--- src/rtl/bus_pkg.sv ---
// Shared types for the valid/addr/wdata -> rdata/ready point-to-point bus.
// Both initiator-side and responder-side blocks import this package.
package bus_pkg;

  localparam int BUS_ADDR_W = 4;
  localparam int BUS_DATA_W = 4;

  typedef enum logic [1:0] {
    IDLE,
    WAIT,
    RESP
  } bus_resp_state_t;

  // Capture register for one request; its widths follow the package defaults.
  typedef struct packed {
    logic                  write;
    logic [BUS_ADDR_W-1:0] addr;
    logic [BUS_DATA_W-1:0] wdata;
  } bus_req_t;

endpackage

--- src/rtl/bus_resp_regfile.sv ---
// DEPTH x DATA_W register file for bus_responder: one combinational read port
// with an in-range flag, and one synchronous write port.
module bus_resp_regfile #(
  parameter int ADDR_W = 4,
  parameter int DATA_W = 4,
  parameter int DEPTH  = 16
) (
  input  logic              clock,
  input  logic              reset,
  input  logic [ADDR_W-1:0] raddr,
  output logic [DATA_W-1:0] rdata,
  output logic              hit,
  input  logic              we,
  input  logic [ADDR_W-1:0] waddr,
  input  logic [DATA_W-1:0] wdata
);

  logic [DATA_W-1:0] mem [DEPTH];

  // NOTE: the entries are cleared by reset on purpose (software reads 0 from
  // any register after reset), which costs a reset on every flop of storage.
  always_ff @(posedge clock or posedge reset) begin
    if (reset) begin
      for (int i = 0; i < DEPTH; i++) mem[i] <= '0;
    end else if (we) begin
      // NOTE: state uses non-blocking assignments so every flop samples
      // pre-edge values, regardless of statement order.
      for (int i = 0; i < DEPTH; i++) begin
        if (waddr == ADDR_W'(i)) mem[i] <= wdata;
      end
    end
  end

  // Decoding only implemented indices makes unmapped addresses read 0 and miss.
  always_comb begin
    // NOTE: defaults first so no path leaves rdata/hit unassigned (no latch).
    rdata = '0;
    hit   = 1'b0;
    for (int i = 0; i < DEPTH; i++) begin
      if (raddr == ADDR_W'(i)) begin
        rdata = mem[i];
        hit   = 1'b1;
      end
    end
  end

endmodule

--- src/rtl/bus_responder.sv ---
// Sequential bus target: register file with WAIT_CYCLES wait states and a
// one-cycle ready pulse. Define BUS_RESP_ERR_EN to add the `err` output.
module bus_responder
  import bus_pkg::*;
#(
  parameter int ADDR_W      = BUS_ADDR_W,
  parameter int DATA_W      = BUS_DATA_W,
  parameter int DEPTH       = 16,
  parameter int WAIT_CYCLES = 2
) (
  input  logic              clock,
  input  logic              reset,
  input  logic              valid,
  input  logic              write,
  input  logic [ADDR_W-1:0] addr,
  input  logic [DATA_W-1:0] wdata,
  output logic [DATA_W-1:0] rdata,
  output logic              ready,
  output logic              busy
`ifdef BUS_RESP_ERR_EN
  ,
  output logic              err
`endif
);

  localparam int CNT_W = (WAIT_CYCLES > 0) ? $clog2(WAIT_CYCLES + 1) : 1;
  localparam logic [CNT_W-1:0] CNT_LOAD =
    (WAIT_CYCLES > 0) ? CNT_W'(WAIT_CYCLES - 1) : '0;

  bus_resp_state_t   state, next_state;
  bus_req_t          req;
  logic [CNT_W-1:0]  cnt;
  logic [ADDR_W-1:0] lookup_addr;
  logic [DATA_W-1:0] rf_rdata;
  logic              hit;
  logic              we;

  // In IDLE the live address is looked up so a zero-wait transfer can
  // register its response on the same edge that captures the request.
  assign lookup_addr = (state == IDLE) ? addr : req.addr;
  assign we          = (state == RESP) && req.write && hit;

  bus_resp_regfile #(
    .ADDR_W(ADDR_W),
    .DATA_W(DATA_W),
    .DEPTH (DEPTH)
  ) u_regfile (
    .clock(clock),
    .reset(reset),
    .raddr(lookup_addr),
    .rdata(rf_rdata),
    .hit  (hit),
    .we   (we),
    .waddr(req.addr),
    .wdata(req.wdata)
  );

  always_comb begin
    next_state = state;
    unique case (state)
      IDLE:    if (valid) next_state = (WAIT_CYCLES > 0) ? WAIT : RESP;
      WAIT:    if (cnt == '0) next_state = RESP;
      RESP:    next_state = IDLE;
      default: next_state = IDLE;
    endcase
  end

  always_ff @(posedge clock or posedge reset) begin
    if (reset) begin
      state <= IDLE;
      req   <= '0;
      cnt   <= '0;
      rdata <= '0;
    end else begin
      state <= next_state;
      if (state == IDLE && valid) begin
        req <= '{write: write, addr: addr, wdata: wdata};
        cnt <= CNT_LOAD;
      end else if (state == WAIT && cnt != '0) begin
        cnt <= cnt - CNT_W'(1);
      end
      // Read-before-write: the response is taken before the RESP-ending commit.
      if (next_state == RESP) rdata <= rf_rdata;
    end
  end

  assign ready = (state == RESP);
  assign busy  = (state != IDLE);

`ifdef BUS_RESP_ERR_EN
  assign err = (state == RESP) && !hit;
`endif

endmodule

--- config.mk ---
export PLATFORM = sky130hd
export DESIGN_NAME = bus_responder
export DESIGN_NICKNAME = d
export VERILOG_FILES = /design/src/rtl/bus_pkg.sv /design/src/rtl/bus_resp_regfile.sv /design/src/rtl/bus_responder.sv
export SDC_FILE = /design/constraint.sdc
export NUM_CORES = 1
export LEC_CHECK = 0
export ABC_AREA = 1
export BUFFER_PORTS_ARGS = -buffer_cell sky130_fd_sc_hd__buf_2
export CORE_AREA = 10 10 103 114
export DETAILED_ROUTE_END_ITERATION = 7
export DIE_AREA = 0 0 113 124
export PLACE_DENSITY = 0.54
export SLEW_MARGIN = 20
export SYNTH_ARGS = -nofsm -noshare
export SYNTH_HDL_FRONTEND = slang
export SYNTH_SLANG_ARGS = --single-unit
--- constraint.sdc ---
create_clock -name clock -period 3.4 [get_ports clock]
set_input_delay 0.51 -clock clock [delete_from_list [all_inputs] [get_ports clock]]
set_output_delay 0.51 -clock clock [all_outputs]
set_load 0.02 [all_outputs]
# Yosys cells after proc, flatten, opt, wreduce, memory -nomap -nowiden
# Index checks and enable logic that the tools add are counted.
# op_classes
n_addsub	1
eq_ne	33
mux	38
reduce_logical	27
# ops
cell	n
2-to-1 mux 4 bit	17
equality test 4 bit, second input constant	16
equality test 4 x 3 -> 1 bit, second input constant	8
AND reduction 2 bit	16
equality test 4 x 2 -> 1 bit, second input constant	4
2-to-1 mux 1 bit	16
equality test 4 x 1 -> 1 bit, second input constant	2
zero test 4 bit	2
2-to-1 mux 2 bit	4
nonzero test 2 bit	3
equality test 2 bit, second input constant	2
logical AND 1 bit	4
zero test 2 bit	2
case mux 2 bit (2 select lines)	1
equality test 2 x 1 -> 1 bit, second input constant	1
subtractor 2 x 1 -> 2 bit, second input constant	1
# totals
regBits	81
output_inout_bits	6
elab_cells	121

# Logic depth before layout (Yosys ltp)
# logic_depth
word_depth	21
depth_mapped	19
ltp_nobuf	18

# Hierarchy
# Synthesis repeated with hierarchy kept, for this count alone.
# hier_totals
hier_cells	469
area_unflattened_um2	3759.9
# modules_own_cells
module	instances	cells_each	area_per_inst_um2	seq_area_each_um2
bus_resp_regfile	1	375	2971.6	1601.5
bus_responder	1	94	788.3	425.4

# Worst setup path after synthesis
# Ideal clock, no wire load.
# synth_path
kind	reg2reg
startpoint	reg state[0]
endpoint	reg rdata[2]
setup_time_ns	0.116
arrival_ns	1.787
required_time_ns	3.284
setup_slack_ns	1.496
stages_incl_launch_ff	16
n_path_buf	0
path_cell_list	dfrtp_1 inv_1 nand2_1 nand2_1 nand2_2 nor2_2 inv_2 nor2_4 inv_2 or2_0 nand2_1 nand4_1 nor3_2 nand4_1 nand2_1 nand2_1
# synth_via
elab_chain_cells	19
word_cells_on_any_way	39
# synth_lines
element	line	text
start: declaration	bus_responder.sv:30	bus_resp_state_t state, next_state;
start signal: assignment	bus_responder.sv:75	state <= next_state;
zero test 2 bit	bus_responder.sv:40, bus_responder.sv:60	
2-to-1 mux 4 bit	bus_responder.sv:40	assign lookup_addr = (state == IDLE) ? addr : req.addr;
zero test 4 bit	bus_resp_regfile.sv:40	if (raddr == ADDR_W'(i)) begin
2-to-1 mux 4 bit (16 in a row)	bus_resp_regfile.sv:40	
end signal: assignment	bus_responder.sv:83	if (next_state == RESP) rdata <= rf_rdata;
end: declaration	bus_responder.sv:17	output logic [DATA_W-1:0] rdata,
# Several ways; a longest one is shown, not always the timed one.
# A chain may end at the register's enable or synchronous reset.

# Final worst setup path
# layout_path
startpoint	reg state[1]
endpoint	reg rdata[0]
# The elaborated chain is that of the path after synthesis.

==> results.yml <==
outcome:
  outcome: "finished, final reports clean"
critical_path:
  crit_fanout: 11
  r2r_start: "state[1]$_DFF_PP0_"
  critical_path_class: "flip-flop to flip-flop"
  startpoint_type: "flip-flop"
  worstReg2RegEnd: "rdata[0]$_DFFE_PP0N_"
  rrSetupSlack_ns: 1.09
  arrival_ns: 2.57
  worst-r2r-cell-count: 16
  crit_path_end_kind: "flip-flop"
  crit_required_ns: 3.66
die:
  num_io_pins: 18
  placementRows: 37
  die_area_um2: 14000
  initial_core_util_pct: 39.7
  die_w_um: 113
  die-height_um: 124
  core_um2: 9310
cts:
  clock-sinks: 81
  clkLatencyLatePin_ns: 0.36
  holdBufCountCts: 0
  cts_resized: 0
  postCtsSetupBuffers: 0
  ctsRootBufferMaster: "clkbuf_8"
  path_clk_slew_ns: 0.08
  htreeDepth: 3
  cts.path.max_buffers: 2
  numCtsBuffers: 9
  tritoncts: "yes"
placement:
  numPortBuffers: 17
  routabilityCongestion: 0.928
  place_hpwl_um: 6690
  dp.cells: 589
timing:
  worstMarginPinSlew_ns: 0.682
  max_freq_mhz: 432
  setup_viol: 0
  whs_ns: 0.187
  period_minus_slack_ns: 2.31
  relSlewSlack_pct: 54.5
  fin_crit_sh_pct: 68.0
  slew_violations: 0
  fin_worst_skew_ns: 0.00829
  rsz0062_at_grt: "false"
  final.setup.tns_ns: 0
  hold_viol_final: 0
route:
  top_layer: "met4"
  wl_met3_um: 455
  routed-wl-met2_um: 4420
  ant_nets: 0
  vias: 3014
  avgViaCountPerCell: 4.98
  drcViolationCount: 0
  drt-initial-drc-count: 186
  routedWlPerCell_um: 15.5
  drt-total-wl_um: 9360
  dr.pass1.iters: 4
  wl_met1_um: 4320
pwr:
  vdd_drop_max_mv: 0.363
  power.density_nw_per_um2: 855
  p_leak_nw: 1.97
yosys:
  syn_avg_cell_area_um2: 8.04
  synthCells: 460
  ys_seq_elements: 81
  yosysUniqueCellTypes: 26
  synth_nets: 473
  yosysSeqAreaShare_pct: 54.8
  yosysWarnings: 0
  netlist_area_um2: 3700
global_routing:
  grt_max_degree: 36
  grt_pass1_vias: 2998
  overflow: 0
  grt_antenna_before_repair: 0
  grt_usage_pct: 14.3
  grt_pass1_wl_um: 15900
finish:
  num-nets-final: 496
  num_antenna_cells: 0
  layout_common_cells: "154 x nand2_1, 81 x dfrtp_1, 68 x o21ai_0"
  fin_util_pct: 44.4
  area_growth_pct: 11.7
  fin_cells: 605
  final_common_cell: "nand2_1"
  drive_gt1_share_pct: 11.9
hold_path:
  hp-class: "primary input to asynchronous set/reset pin"
job:
  maxCapViolCount: 0
Yosys cell counts:
cell | n | area, um^2
inv_2 | 5 | 18.8
o21ai_0 | 68 | 340
or2_0 | 3 | 18.8
o22ai_1 | 1 | 6.26
nor2_4 | 1 | 11.3
or2_2 | 2 | 12.5
and2_1 | 1 | 6.26
nor2_1 | 40 | 150
a21oi_1 | 18 | 90.1
nor3_2 | 1 | 10.0
o21ai_2 | 1 | 8.76
nand2_2 | 5 | 31.3
nand2_1 | 154 | 578
buf_6 | 1 | 11.3
o21ai_1 | 2 | 10.0
or2_1 | 1 | 6.26
inv_1 | 35 | 131
nand3_1 | 10 | 50.1
dfrtp_1 | 81 | 2030
ha_1 | 1 | 12.5
clkbuf_1 | 6 | 22.5
nor3_1 | 4 | 20.0
mux2_2 | 1 | 11.3
nand4_1 | 11 | 68.8
and3_1 | 1 | 6.26
nor2_2 | 6 | 37.5
cells by family after synthesis:
group / Yosys count / share of synthesized area, %
adders and majority gates: 1 / 0.338
buffers and inverters: 47 / 4.97
DFF: 81 / 54.8
muxes: 1 / 0.305
AOI/OAI and AO/OA: 90 / 12.3
and+or+nand+nor: 240 / 27.2
area by class of cell:
| type | instances | area (um^2) |
|---|---|---|
| Clock buffer | 9 | 124 |
| Clock inverter | 7 | 95.1 |
| Fill cell | 932 | 5170 |
| Inverter | 40 | 151 |
| Multi-Input combinational cell | 332 | 1490 |
| Sequential cell | 81 | 2030 |
| Tap cell | 117 | 146 |
| Timing Repair Buffer | 19 | 100 |
critical path: stages (launching register included):
cell and delay, ns:
dfrtp_1 0.41, nor2_2 0.36, nand2_1 0.09, nand2_1 0.13, inv_2 0.07, nand2_1 0.12
nor2_1 0.09, nand2_1 0.07, nand3_1 0.07, nor2_1 0.10, nand4_1 0.11, o21ai_1 0.10
nand4_1 0.12, nor2_1 0.12, nand4_1 0.11, nand2_1 0.09, nand2_1 0.05
worst max path at each step:
stage	from	endpoint	slack, ns
finish	state[1]$_DFF_PP0_	rdata[0]$_DFFE_PP0N_	1.09
global route	state[1]$_DFF_PP0_	rdata[0]$_DFFE_PP0N_	0.78
CTS	state[1]$_DFF_PP0_	rdata[0]$_DFFE_PP0N_	1.09
detailed placement	state[1]$_DFF_PP0_	rdata[0]$_DFFE_PP0N_	1.09
global placement	state[1]$_DFF_PP0_	rdata[0]$_DFFE_PP0N_	1.11
floorplan	reset	cnt[0]$_DFFE_PP0P_	0.81
metrics by stage:
step | power, mW | worst slack [ns] | cell area, um^2
final | 3.53 | 1.09 | 4130
after global routing | 3.82 | 0.777 | 4130
after CTS | 3.55 | 1.09 | 4130
after detailed placement | 2.76 | 1.09 | 3910
after global placement | 2.75 | 1.11 | 3910
after floorplan | 2.37 | 0.810 | 3700
power by group:
group,switching [mW],internal [mW],leakage (nW)
logic,0.906,0.370,0.767
registers,0.210,1.26,1.09
clock network,0.367,0.413,0.109
metal layers:
| layer | vias up | track usage [%] |
|---|---|---|
| met5 | - | 0 |
| met3 | 11 | 3.17 |
| met4 | 0 | 6.03 |
| met1 | 1421 | 18.1 |
| met2 | 57 | 23.1 |
| li1 | 1525 | - |
state kept, by name (all words and copies together) (netlist names):
| name | flops |
|---|---|
| req | 9 |
| u_regfile.mem | 64 |
| cnt | 2 |
| state | 2 |
| rdata | 4 |
No activity file was read; power rests on OpenSTA's default activity.
